**src/rtl/sobel_window.sv**
```systemverilog
// sobel_window: shifts one 3-pixel column per handshake into a 3x3 window and
// emits |Gx|+|Gy| with an edge flag through a 2-stage stallable pipeline.
module sobel_window #(
  parameter int length      = 640,
  parameter int pixel_width = 8,
  parameter int threshold   = 128
) (
  input  logic        clk,
  input  logic        rst,
  input  logic [31:0] din_a,
  input  logic [31:0] din_b,
  input  logic [31:0] din_c,
  input  logic        din_valid,
  output logic        din_ready,
  input  logic        din_last,
  output logic [31:0] dout,
  output logic        dout_edge,
  output logic        dout_valid,
  input  logic        dout_ready,
  output logic        dout_last
);

  localparam int GW = pixel_width + 4;
  localparam int MW = pixel_width + 3;

  // element [2] is the newest (right) column, [0] the oldest (left)
  logic [2:0][pixel_width-1:0] win_a_r, win_b_r, win_c_r;
  logic [9:0]                  col_cnt_r;
  logic                        s0_valid_r, s0_last_r, s1_valid_r, s1_last_r;
  logic signed [GW-1:0]        gx_r, gy_r;

  logic                 stall_s, acc_s, row_end_s, win_full_s;
  logic signed [GW-1:0] gx_s, gy_s;
  logic [MW-1:0]        mag_s;
  logic                 unused_din_s;

  function automatic logic signed [GW-1:0] tap_sum(input logic [pixel_width-1:0] p,
                                                   input logic [pixel_width-1:0] q,
                                                   input logic [pixel_width-1:0] r);
    return GW'(p) + (GW'(q) << 1) + GW'(r);
  endfunction

  function automatic logic [MW-1:0] abs_mag(input logic signed [GW-1:0] g);
    return MW'(g[GW-1] ? -g : g);
  endfunction

  // handshake, row-end detection and the combinational Sobel arithmetic
  always_comb begin
    stall_s    = dout_valid & ~dout_ready;
    acc_s      = din_valid & ~stall_s;
    row_end_s  = din_last | (col_cnt_r == 10'(length - 1));
    win_full_s = (col_cnt_r >= 10'd2);
    gx_s       = tap_sum(win_a_r[2], win_b_r[2], win_c_r[2])
               - tap_sum(win_a_r[0], win_b_r[0], win_c_r[0]);
    gy_s       = tap_sum(win_c_r[0], win_c_r[1], win_c_r[2])
               - tap_sum(win_a_r[0], win_a_r[1], win_a_r[2]);
    mag_s      = abs_mag(gx_r) + abs_mag(gy_r);
  end

  assign din_ready    = ~stall_s;
  assign unused_din_s = ^{din_a[31:pixel_width], din_b[31:pixel_width], din_c[31:pixel_width]};

  // window, column counter and both pipeline stages; everything holds while stalled
  always_ff @(posedge clk or negedge rst) begin
    if (!rst) begin
      win_a_r    <= '0;
      win_b_r    <= '0;
      win_c_r    <= '0;
      col_cnt_r  <= 10'd0;
      s0_valid_r <= 1'b0;
      s0_last_r  <= 1'b0;
      gx_r       <= '0;
      gy_r       <= '0;
      s1_valid_r <= 1'b0;
      s1_last_r  <= 1'b0;
      dout       <= 32'd0;
      dout_edge  <= 1'b0;
      dout_valid <= 1'b0;
      dout_last  <= 1'b0;
    end else if (!stall_s) begin
      if (acc_s) begin
        win_a_r   <= {din_a[pixel_width-1:0], win_a_r[2:1]};
        win_b_r   <= {din_b[pixel_width-1:0], win_b_r[2:1]};
        win_c_r   <= {din_c[pixel_width-1:0], win_c_r[2:1]};
        col_cnt_r <= row_end_s ? 10'd0 : col_cnt_r + 10'd1;
      end
      // counter gating alone keeps windows from spanning a row boundary
      s0_valid_r <= acc_s & win_full_s;
      s0_last_r  <= acc_s & win_full_s & row_end_s;
      gx_r       <= gx_s;
      gy_r       <= gy_s;
      s1_valid_r <= s0_valid_r;
      s1_last_r  <= s0_last_r;
      dout       <= 32'(mag_s);
      dout_edge  <= (mag_s >= MW'(threshold));
      dout_valid <= s1_valid_r;
      dout_last  <= s1_last_r;
    end
  end

endmodule

```
**config.mk**
```make
export PLATFORM = sky130hd
export DESIGN_NAME = sobel_window
export DESIGN_NICKNAME = d
export VERILOG_FILES = /design/src/rtl/sobel_window.sv
export SDC_FILE = /design/constraint.sdc
export NUM_CORES = 1
export LEC_CHECK = 0
export CELL_PAD_IN_SITES_DETAIL_PLACEMENT = 0
export CELL_PAD_IN_SITES_GLOBAL_PLACEMENT = 1
export CORE_ASPECT_RATIO = 0.9
export CORE_MARGIN = 2
export CORE_UTILIZATION = 45
export DETAILED_ROUTE_END_ITERATION = 12
export GPL_TIMING_DRIVEN = 1
export PLACE_DENSITY = 0.92
export SLEW_MARGIN = 30
export SYNTH_ARGS = -nofsm -noshare
export SYNTH_HDL_FRONTEND = slang
export SYNTH_SLANG_ARGS = --single-unit
```
**constraint.sdc**
```tcl
create_clock -name clk -period 6.2 [get_ports clk]
set_input_delay 1.55 -clock clk [delete_from_list [all_inputs] [get_ports clk]]
set_output_delay 1.55 -clock clk [all_outputs]
set_load 0.01 [all_outputs]
```
* Word-level counts from Yosys, hierarchy flattened *
Index checks and enable logic that the tools add are counted.

word-level totals
  flip-flop bits (word level) = 124
  word-level logic and storage cells = 48
  output and inout bits = 36

operators by class
  add/sub/neg operators = 14
  multiplexer cells = 3
  magnitude comparators = 2
  equal/unequal tests = 1
  bitwise operators = 7
  reductions and logical operators = 1

operator list
  cell                                                                count
  adder 10 x 8 -> 11 bit                                              4
  adder 8 x 9 -> 10 bit                                               4
  subtractor 11 x 11 -> 12 bit                                        2
  two-way mux 11 bit                                                  2
  negation 11 bit                                                     2
  adder 11 bit                                                        1
  greater-or-equal comparator 11 x 8 -> 1 bit, second input constant  1
  adder 10 x 1 -> 10 bit, second input constant                       1
  == test 10 bit, second input constant                               1
  greater-or-equal comparator 10 x 2 -> 1 bit, second input constant  1
  two-way mux 10 bit                                                  1
  AND 1 bit                                                           4
  inverter 1 bit                                                      2
  AND reduction 2 bit                                                 1
  OR 1 bit                                                            1

* Depth between registers and ports, before layout *
  word-level depth = 6
  mapped depth = 17
  gate-level depth less buffers = 17

* Worst setup path before layout *
OpenSTA, ideal clock, no wires.

  kind = flip-flop to flip-flop
  start point = reg win_a_r[2] (netlist bit)
  end point = reg gy_r[11]
  required time = 6.136 ns
  path slack = 2.314 ns
  data arrival time = 3.822 ns
  setup time = 0.064 ns
  stages on the path, launching flop included = 15
  path buffers = 0
  cell sequence = dfrtp_1 -> inv_1 -> fa_1 -> fa_1 -> inv_1 -> fa_1 -> inv_1 -> fa_1 -> a21o_1 -> a21oi_1 -> o21bai_1 -> a2111oi_0 -> nor3_1 -> a211oi_1 -> a21o_1

between the ends
  longest elaborated chain between the ends = 3

ends and longest elaborated chain
  what                          line  text
  start, declared               27    logic [2:0][pixel_width-1:0] win_a_r, win_b_r, win_c_r;
  start signal, assigned        82    win_a_r <= {din_a[pixel_width-1:0], win_a_r[2:1]};
  adder 8 x 9 -> 10 bit         40    return GW'(p) + (GW'(q) << 1) + GW'(r);
  adder 10 x 8 -> 11 bit        40
  subtractor 11 x 11 -> 12 bit  56    - tap_sum(win_a_r[0], win_a_r[1], win_a_r[2]);
  end signal, assigned          91    gy_r <= gy_s;
  end, declared                 30    logic signed [GW-1:0] gx_r, gy_r;

Every way passes these cells.
A chain may end at the register's enable or synchronous reset.

* Final worst setup path *
  start point = in dout_ready
  end point = out din_ready

between the ends
  longest elaborated chain between the ends = 3

ends and longest elaborated chain
  what                      line  text
  start, declared           19    input logic dout_ready,
  inverter 1 bit            49    stall_s = dout_valid & ~dout_ready;
  AND 1 bit                 49
  inverter 1 bit (no line)  --
  end, declared             14    output logic din_ready,

Every way passes these cells.

==> flow_summary.ini <==
[run_status]
status = completed

[route]
postRouteAntennaNets = 0
wl_mm = 13.7
firstDrtPassIters = 4
via_count = 5198
drt-initial-drc-count = 245
drc = 0
wire_per_inst_um = 12.5
via_per_inst = 4.77

[sta]
post-route-period-util_pct = 68.7
setup_tns_ns = 0
slew_violations = 0
max_slew_margin_pct = 40.1
period_needed_ns = 4.26
setup_viol = 0
fin_skew_ns = 0.00569
tightest_slew_ns = 0.899
maxClockFrequency_mhz = 235
rsz0062_at_grt = no
finalHoldViolCount = 0
holdWs_ns = 0.456

[die]
die_x_um = 145
die_h_um = 131
rows = 46
die_area_mm2 = 0.0189
core_area_mm2 = 0.0176
io_pins = 137
start_util_pct = 45.7

[synthesis]
netlist_instances = 796
ys.flop_type = dfrtp_1
ys_types = 52
yosysWarnings = 0
ys_async_sr_fraction_pct = 100
synth_enable_flop_cells = 0
synth-seq-area-share_pct = 38.6
synth-seq-cells = 124
synth_area_per_cell_um2 = 10.1
synth_area_mm2 = 0.00803

[critical_path]
cp_data_required_time_ns = 4.65
crit_path_frequent_cell = clkdlybuf4s50_1
path_class = input port to primary output
cpPeakStageDelay_ns = 0.49
setup.worst_path.start_class = input port
end_kind = primary output
crit_fanout = 2
rrSetupSlack_ns = 2.07
cpMaxStageDelayCell = clkdlybuf4s50_1
path_cells = clkdlybuf4s50_1 > nor2b_2 > inv_2 > clkdlybuf4s50_1
arrival_ns = 2.71

[clock_network]
cts_tree = done
clk_root_buffer_cell = clkbuf_16
clk_pin_slew_ns = 0.06
max-clock-path-buffers = 2
holdBufCountCts = 0
cts.repair.resized = 0
cts_buffers = 17
cts_setup_buffers = 0
clk_latency_ns = 0.42
htreeDepth = 4
cts_sinks = 124

[cells_and_area]
layout-drive-gt1-share_pct = 10.0
num_antenna_cells = 0
fin_nets = 1039
final_area_mm2 = 0.00928
fin_util_pct = 52.9
synthToLayoutAreaGrowth_pct = 15.6

[global_routing]
grt.overflow.total = 0
grt_pass1_wl_mm = 24.0
grt_pass1_vias = 5216
grtUsageTotal_pct = 16.2
grt_max_degree = 92
antenna_found_initial = 0

[placement]
io_buffers = 43
gp_congestion = 0.774
hpwl_mm = 9.97
placed_cell_area_mm2 = 0.00862

[job]
cap_violations = 0

[hold_path]
hp-class = register to register
logic make-up (layout without fill, tap and decap cells):
family | after synthesis | after routing | synth area share [%]
mux | 41 | 41 | 5.80
flops | 124 | 124 | 38.6
buf+inv | 196 | 230 | 10.2
compound gates | 149 | 149 | 11.3
xor+xnor | 40 | 40 | 4.36
simple gates | 144 | 144 | 8.09
other cells | 1 | 21 | 0.0467
fa+ha+maj | 101 | 101 | 21.6
critical path: cells and delay by family:
family,cells,cell delay (ns)
buffers and inverters,3,0.96
AND/OR/NAND/NOR,1,0.20
cells in the mapped netlist (all sizes together) (8+ instances only):
cell type	n	share of area [%]
a21o	9	0.84
a21oi	31	1.9
buf	29	2.4
clkbuf	16	0.75
dfrtp	124	39
fa	63	16
ha	38	5.9
inv	151	7.1
mux2	41	5.8
nand2	75	3.5
nor2	28	1.3
o21ai	76	4.8
o31ai	8	0.75
xnor2	31	3.4
xor2	9	0.98
layout by cell type, fill, tap and decap left out, types with 3 or more instances in the layout:
cell,n
buf_4,4
bufinv_16,5
and3_1,5
nand2b_1,5
ha_1,38
conb_1,21
mux2_2,40
o31ai_1,8
nor2_1,28
a21oi_1,31
nand2_1,74
fa_1,63
o21bai_1,3
inv_1,150
dfrtp_1,124
xor2_1,9
and2_1,3
clkbuf_16,17
o41ai_1,5
clkinv_2,3
nor2b_1,3
nor3_1,4
a21o_1,9
o21ai_1,6
xnor2_1,31
a31oi_1,5
clkdlybuf4s50_1,42
nand3_1,6
o21ai_0,69
sequential cells by signal, indices dropped and copies added, names as in the netlist:
register and count:
win_a_r 24, win_b_r 24, win_c_r 24, gx_r 12
gy_r 12, dout 11, col_cnt_r 10, dout_edge 1
dout_last 1, dout_valid 1, s0_last_r 1, s0_valid_r 1
s1_last_r 1, s1_valid_r 1
layout make-up:
| class | instances | area [um^2] |
|---|---|---|
| fillers | 1570 | 8280 |
| multi-input cells | 496 | 4200 |
| flip-flops and latches | 124 | 3100 |
| inverters | 151 | 567 |
| repair buffers | 47 | 462 |
| clock buffers | 21 | 460 |
| well taps | 240 | 300 |
| clock inverters | 11 | 190 |
metal layers:
metal  share of wire, %  track usage [%]
met1                 47             21.5
met2                 48             26.1
met3                3.2             4.96
met5                  0                0
met4               0.91             4.28
per-stage QoR:
step / setup slack [ns] / cells
global placement: 1.91 / 1058
finish: 1.94 / 1090
global route: 1.74 / 1090
floorplan: 2.31 / 816
detailed placement: 1.91 / 1058
CTS: 1.91 / 1090
worst paths after layout:
path                                          from                       to  depth (start not counted)
min in group asynchronous                      rst      dout[4]$_DFFE_PN0N_                          1
setup / recovery                        dout_ready                din_ready                          4
hold reg to reg             s1_valid_r$_DFFE_PN0N_   s1_valid_r$_DFFE_PN0N_                          2
max in group asynchronous                      rst  win_c_r[13]$_DFFE_PN0P_                          2
hold / removal              s1_valid_r$_DFFE_PN0N_   s1_valid_r$_DFFE_PN0N_                          2
setup reg to reg           win_a_r[18]$_DFFE_PN0P_     gy_r[11]$_DFFE_PN0N_                         14
Power is not shown: default switching activity piles up to over one toggle a cycle in this logic, so the estimate is an artifact.
